$ cat src/rtl/mc_ctrl_fsm.sv
// mc_ctrl_fsm: multicycle RV32I control unit (FETCH/DECODE/EXEC/MEM/WB/TRAP).
// Decodes ALU control and datapath strobes from a latched IR, handshakes on
// dReady in MEM, counts retired instructions and traps on illegal opcodes.
// Optional build macro MC_CTRL_TIMEOUT_EN adds a data-memory timeout trap.
module mc_ctrl_fsm #(
    parameter logic [31:0] INITIAL_IR  = 32'h0000_0013,
    parameter int unsigned MEM_TIMEOUT = 16,
    parameter int unsigned INSTRET_W   = 32
) (
    input  logic                 clk,
    input  logic                 rst,
    input  logic [31:0]          instr,
    input  logic                 Zero,
    input  logic                 dReady,
    output logic                 IRWrite,
    output logic                 loadPC,
    output logic                 PCSrc,
    output logic                 ALUSrc,
    output logic [3:0]           ALUCtrl,
    output logic                 MemRead,
    output logic                 MemWrite,
    output logic                 MemToReg,
    output logic                 RegWrite,
    output logic                 illegal,
    output logic                 mem_err,
    output logic [INSTRET_W-1:0] instret
);

    localparam logic [6:0] OP_R   = 7'b0110011;
    localparam logic [6:0] OP_I   = 7'b0010011;
    localparam logic [6:0] OP_LW  = 7'b0000011;
    localparam logic [6:0] OP_SW  = 7'b0100011;
    localparam logic [6:0] OP_BR  = 7'b1100011;
    localparam logic [6:0] F7_ALT = 7'b0100000;

    localparam logic [3:0] ALU_AND = 4'b0000;
    localparam logic [3:0] ALU_OR  = 4'b0001;
    localparam logic [3:0] ALU_ADD = 4'b0010;
    localparam logic [3:0] ALU_SLT = 4'b0100;
    localparam logic [3:0] ALU_XOR = 4'b0101;
    localparam logic [3:0] ALU_SUB = 4'b0110;
    localparam logic [3:0] ALU_SRL = 4'b1000;
    localparam logic [3:0] ALU_SLL = 4'b1001;
    localparam logic [3:0] ALU_SRA = 4'b1010;

    typedef enum logic [2:0] {
        S_FETCH  = 3'd0,
        S_DECODE = 3'd1,
        S_EXEC   = 3'd2,
        S_MEM    = 3'd3,
        S_WB     = 3'd4,
        S_TRAP   = 3'd5
    } state_t;

    state_t                 r_state;
    state_t                 w_state_nxt;
    logic [31:0]            r_ir;
    logic [INSTRET_W-1:0]   r_instret;
    logic                   r_illegal;

    logic [6:0]             w_opcode;
    logic [2:0]             w_funct3;
    logic [6:0]             w_funct7;
    logic                   w_is_r;
    logic                   w_is_i;
    logic                   w_is_lw;
    logic                   w_is_sw;
    logic                   w_is_br;
    logic                   w_uses_imm;
    logic                   w_legal;
    logic [3:0]             w_alu_dec;
    logic                   w_mem_timeout;
    logic                   w_unused;

    assign w_opcode   = r_ir[6:0];
    assign w_funct3   = r_ir[14:12];
    assign w_funct7   = r_ir[31:25];
    assign w_is_r     = (w_opcode == OP_R);
    assign w_is_i     = (w_opcode == OP_I);
    assign w_is_lw    = (w_opcode == OP_LW);
    assign w_is_sw    = (w_opcode == OP_SW);
    assign w_is_br    = (w_opcode == OP_BR);
    assign w_uses_imm = w_is_i || w_is_lw || w_is_sw;
    assign w_legal    = ((w_is_r || w_is_i) && (w_funct3 != 3'b011))
                      || w_is_lw || w_is_sw
                      || (w_is_br && (w_funct3 == 3'b000 || w_funct3 == 3'b001));

    // ALU operation implied by the latched instruction
    always_comb begin
        w_alu_dec = ALU_ADD;
        if (w_is_br) begin
            w_alu_dec = ALU_SUB;
        end else if (w_is_r || w_is_i) begin
            case (w_funct3)
                3'b000:  w_alu_dec = (w_is_r && w_funct7 == F7_ALT) ? ALU_SUB : ALU_ADD;
                3'b111:  w_alu_dec = ALU_AND;
                3'b110:  w_alu_dec = ALU_OR;
                3'b100:  w_alu_dec = ALU_XOR;
                3'b010:  w_alu_dec = ALU_SLT;
                3'b001:  w_alu_dec = ALU_SLL;
                3'b101:  w_alu_dec = (w_funct7 == F7_ALT) ? ALU_SRA : ALU_SRL;
                default: w_alu_dec = ALU_ADD;
            endcase
        end
    end

    // Next-state and datapath strobes from state and IR
    always_comb begin
        w_state_nxt = r_state;
        IRWrite     = 1'b0;
        loadPC      = 1'b0;
        PCSrc       = 1'b0;
        ALUSrc      = 1'b0;
        ALUCtrl     = ALU_ADD;
        MemRead     = 1'b0;
        MemWrite    = 1'b0;
        MemToReg    = 1'b0;
        RegWrite    = 1'b0;
        case (r_state)
            S_FETCH: begin
                IRWrite     = 1'b1;
                w_state_nxt = S_DECODE;
            end
            S_DECODE: begin
                ALUSrc      = w_uses_imm;
                w_state_nxt = w_legal ? S_EXEC : S_TRAP;
            end
            S_EXEC: begin
                ALUSrc  = w_uses_imm;
                ALUCtrl = w_alu_dec;
                if (w_is_br) begin
                    loadPC      = 1'b1;
                    PCSrc       = w_funct3[0] ? ~Zero : Zero;
                    w_state_nxt = S_FETCH;
                end else if (w_is_lw || w_is_sw) begin
                    w_state_nxt = S_MEM;
                end else begin
                    w_state_nxt = S_WB;
                end
            end
            S_MEM: begin
                ALUSrc   = w_uses_imm;
                ALUCtrl  = w_alu_dec;
                MemRead  = w_is_lw;
                MemWrite = w_is_sw;
                if (dReady) begin
                    if (w_is_sw) begin
                        loadPC      = 1'b1;
                        w_state_nxt = S_FETCH;
                    end else begin
                        w_state_nxt = S_WB;
                    end
                end else if (w_mem_timeout) begin
                    w_state_nxt = S_TRAP;
                end
            end
            S_WB: begin
                ALUSrc      = w_uses_imm;
                RegWrite    = 1'b1;
                loadPC      = 1'b1;
                MemToReg    = w_is_lw;
                w_state_nxt = S_FETCH;
            end
            S_TRAP: begin
                w_state_nxt = S_TRAP;
            end
            default: begin
                w_state_nxt = S_FETCH;
            end
        endcase
    end

    // State register
    always_ff @(posedge clk or negedge rst) begin
        if (!rst) r_state <= S_FETCH;
        else      r_state <= w_state_nxt;
    end

    // Instruction register, loaded in FETCH
    always_ff @(posedge clk or negedge rst) begin
        if (!rst)                    r_ir <= INITIAL_IR;
        else if (r_state == S_FETCH) r_ir <= instr;
    end

    // Retired-instruction counter: one tick per PC update
    always_ff @(posedge clk or negedge rst) begin
        if (!rst)        r_instret <= '0;
        else if (loadPC) r_instret <= r_instret + INSTRET_W'(1);
    end

    // Sticky illegal-instruction flag, set as DECODE hands over to TRAP
    always_ff @(posedge clk or negedge rst) begin
        if (!rst)                                  r_illegal <= 1'b0;
        else if (r_state == S_DECODE && !w_legal)  r_illegal <= 1'b1;
    end

`ifdef MC_CTRL_TIMEOUT_EN
    localparam int unsigned CNT_W = (MEM_TIMEOUT > 1) ? $clog2(MEM_TIMEOUT) : 1;

    logic [CNT_W-1:0] r_to_cnt;
    logic             r_mem_err;

    assign w_mem_timeout = (r_state == S_MEM) && !dReady
                         && (r_to_cnt == CNT_W'(MEM_TIMEOUT - 1));

    // Consecutive not-ready MEM cycles; EXEC always precedes MEM entry
    always_ff @(posedge clk or negedge rst) begin
        if (!rst)                              r_to_cnt <= '0;
        else if (r_state == S_EXEC)            r_to_cnt <= '0;
        else if (r_state == S_MEM && !dReady)  r_to_cnt <= r_to_cnt + CNT_W'(1);
    end

    // Sticky memory-timeout flag
    always_ff @(posedge clk or negedge rst) begin
        if (!rst)               r_mem_err <= 1'b0;
        else if (w_mem_timeout) r_mem_err <= 1'b1;
    end

    assign mem_err  = r_mem_err;
    assign w_unused = ^{r_ir[24:15], r_ir[11:7]};
`else
    assign w_mem_timeout = 1'b0;
    assign mem_err       = 1'b0;
    assign w_unused      = ^{r_ir[24:15], r_ir[11:7], (MEM_TIMEOUT == 0)};
`endif

    assign illegal = r_illegal;
    assign instret = r_instret;

endmodule

$ cat config.mk
export PLATFORM = sky130hd
export DESIGN_NAME = mc_ctrl_fsm
export DESIGN_NICKNAME = d
export VERILOG_FILES = /design/src/rtl/mc_ctrl_fsm.sv
export SDC_FILE = /design/constraint.sdc
export NUM_CORES = 1
export LEC_CHECK = 0
export ABC_AREA = 1
export CAP_MARGIN = 20
export CORE_ASPECT_RATIO = 1.5
export CORE_UTILIZATION = 25
export DETAILED_ROUTE_END_ITERATION = 10
export GPL_TIMING_DRIVEN = 0
export PLACE_DENSITY = 0.43
export SYNTH_ARGS = -nofsm -noshare
export SYNTH_HDL_FRONTEND = slang
export SYNTH_SLANG_ARGS = --single-unit
$ cat constraint.sdc
create_clock -name clk -period 1.8 [get_ports clk]
set_input_delay 0.36 -clock clk [delete_from_list [all_inputs] [get_ports clk]]
set_output_delay 0.36 -clock clk [all_outputs]
set_load 0.005 [all_outputs]
==> results.py <==
metrics = {
    "outcome": {
        "outcome": "finished, violations left",
        "violations": "setup timing",
    },
    "clock_network": {
        "tritoncts": "done",
        "cts_buffer_depth": 2,
        "h-tree-depth": 2,
        "cts_buffers": 5,
        "clock-root-buffer": "clkbuf_16",
        "path_clk_slew_ns": 0.08,
        "clock_sink_count": 53,
        "clk_latency_ns": 0.31,
    },
    "setup_path": {
        "crit_slowest_cell": "dfstp_2",
        "cp_cell_sequence": "nand2_4, nor2_4, buf_6, nand2_8, nor2_2, nand2_1, a21oi_2, buf_2",
        "worstReg2RegStart": "r_ir[4]$_DFFE_PN1P_",
        "crit_type": "reg2out",
        "start_kind": "register",
        "endpoint_kind": "output pin",
        "critical_path_arrival_ns": 1.65,
        "critPathMaxFanout": 5,
        "required_ns": 1.44,
        "cp-startpoint": "r_ir[0]$_DFFE_PN1P_",
        "max_stage_delay_ns": 0.56,
    },
    "synthesis": {
        "syn-num-nets": 534,
        "yosysUniqueCellTypes": 32,
        "synth_area_mm2": 0.00340,
        "synth_area_per_cell_um2": 6.83,
        "yosysWarnings": 0,
        "synth_seq_cells": 53,
        "synthCells": 497,
        "seq_area_frac_synth_pct": 39.2,
    },
    "floorplanning": {
        "die_area_mm2": 0.0141,
        "dieHeight_um": 145,
        "die_w_um": 97.2,
        "start_util_pct": 25.8,
        "io-pin-count": 82,
        "core_area_mm2": 0.0131,
        "row_count": 51,
    },
    "sta": {
        "grt_setup_unrepaired": "true",
        "maxSlewHeadroom_pct": 54.3,
        "maxSlewViolCount": 0,
        "tightest_slew_ns": 0.686,
        "setup_slack_ns": -0.211,
        "fmax_mhz": 497,
        "setup_viol": 9,
        "finClkSkew_ns": 0.0136,
        "tns_ns": -1.15,
        "finalHoldViolations": 0,
        "fin_crit_ns": 2.01,
        "min_period_over_period_pct": 112,
    },
    "placement": {
        "gp_congestion": 0.875,
        "port_buffers": 65,
        "hpwl_um": 8110,
        "placed_cell_area_mm2": 0.00426,
        "dp_slack_ns": -0.496,
    },
    "cells_and_area": {
        "synthToLayoutAreaGrowth_pct": 42.6,
        "nFillCells": 1411,
        "layout.nets": 637,
        "drive_gt1_share_pct": 19.6,
        "multi_input_area_mm2": 0.00201,
        "fin_area_mm2": 0.00484,
        "diodes": 0,
        "final_cell_mix": "210 x nand2_1, 58 x nor2_1, 52 x clkdlybuf4s50_1",
        "mostFrequentLayoutCell": "nand2_1",
        "layout.area.seq_mm2": 0.00133,
    },
    "global_route": {
        "grt.overflow.total": 0,
        "grt_max_degree": 29,
        "grt_pass1_wl_um": 17800,
        "grt_pass1_vias": 3493,
        "grt.total_usage_pct": 16.2,
        "antenna_found_initial": 0,
    },
    "power_and_ir_drop": {
        "p_leak_uw": 0.00218,
        "power_uw": 4730,
        "p_per_area_mw_per_mm2": 977,
        "vdd_drop_max_uv": 448,
    },
    "routing": {
        "drtIter0Drc": 126,
        "drc_errors": 0,
        "postRouteAntennaNets": 0,
        "wl_um": 11000,
        "vias": 3489,
        "viasPerCell": 4.59,
        "first_pass_iters": 4,
        "routedWlPerCell_um": 14.5,
    },
    "flow_run": {
        "timing.max_cap.violations": 0,
    },
    "worst_hold_path": {
        "hold_path_class": "in2async",
    },
}
==> state kept, by name, indices dropped and copies added (netlist names) <==
signal and flops:
r_state 3, r_ir 17, illegal 1, instret 32
==> timing repair <==
action,4_1_cts,5_1_grt
endpoints found under the setup margin,16,33
setup buffers,23,7
cloned,0,2
hold buffers,0,0
endpoints found under the hold margin,0,0
pin swaps,16,7
resized for setup,82,23
==> synthesized netlist by cell type (all sizes together) <==
cell type	instances	area share [%]
a21oi	3	0.44
buf	11	2.9
clkbuf	2	0.22
conb	1	0.11
dfrtp	50	37
dfstp	3	2.3
ha	1	0.37
inv	32	3.6
nand2	220	25
nand3	41	6.5
nand3b	16	3.5
nand4	2	0.37
nor2	78	10
nor3	2	0.29
nor3b	1	0.22
nor4	1	0.18
o211ai	2	0.44
o21a	1	0.22
o21ai	14	2.1
or2	1	0.18
xnor2	3	0.77
xor2	12	3.1
==> cell type report <==
type,instances,share of cell area [%]
Multi-Input combinational cell,399,41.5
Clock inverter,3,0.465
Buffer,13,2.66
Sequential cell,53,27.5
Clock buffer,5,2.58
Timing Repair Buffer,96,18.5
Tap cell,159,4.11
Inverter,32,2.63
==> stage by stage <==
| stage | instances | hold WS, ns | utilization (%) |
|---|---|---|---|
| after floorplan | 497 | 0.0644 | - |
| after global placement | 721 | 0.459 | 32.3 |
| after detailed placement | 722 | 0.451 | 32.4 |
| after CTS | 753 | 0.116 | 35.6 |
| after global routing | 760 | 0.154 | 36.8 |
| final | 760 | 0.0847 | 36.8 |
==> worst paths after layout <==
check | to | slack [ns] | cells after the start
worst min register to register | illegal$_DFFE_PN0P_ | 0.46 | 2
worst max-delay path | ALUCtrl[2] | -0.21 | 8
worst min-delay path | instret[22]$_DFFE_PN0P_ | 0.08 | 1
max in group asynchronous | r_ir[4]$_DFFE_PN1P_ | 1.04 | 2
min in group clk | illegal$_DFFE_PN0P_ | 0.46 | 2
worst max register to register | r_state[2]$_DFFE_PN0P_ | 0.03 | 12
==> cells by family (layout without fill, tap and decap cells) <==
group           count (synthesis)  after routing  synth area share [%]
xor+xnor                       15             15                  3.87
compound gates                 20             20                  3.17
buf+inv                        45            149                  6.74
other cells                     1              1                 0.110
fa+ha+maj                       1              1                 0.368
flops                          53             53                  39.2
simple gates                  362            362                  46.6
==> power breakdown <==
part | leakage [uW] | switching, uW | internal (uW) | total, uW
sequential | 0.000685 | 270 | 1480 | 1750
combinational | 0.00144 | 1090 | 882 | 1970
clock | 0.0000621 | 495 | 517 | 1010
==> layer usage <==
| metal | vias up | share of wire, % | track usage [%] |
|---|---|---|---|
| li1 | 1765 | - | - |
| met1 | 1598 | 40 | 17.7 |
| met2 | 101 | 54 | 30.9 |
| met3 | 25 | 3.2 | 2.26 |
| met4 | 0 | 3.6 | 7.38 |
| met5 | - | 0 | 0 |
==> critical path: cells and delay by family, from the launching register on <==
kind	cells	cell delay (ns)
buf+inv	2	0.27
compound gates	1	0.12
simple gates	5	0.41
flops	1	0.56
Note: power is estimated with default switching activity, not from simulation.
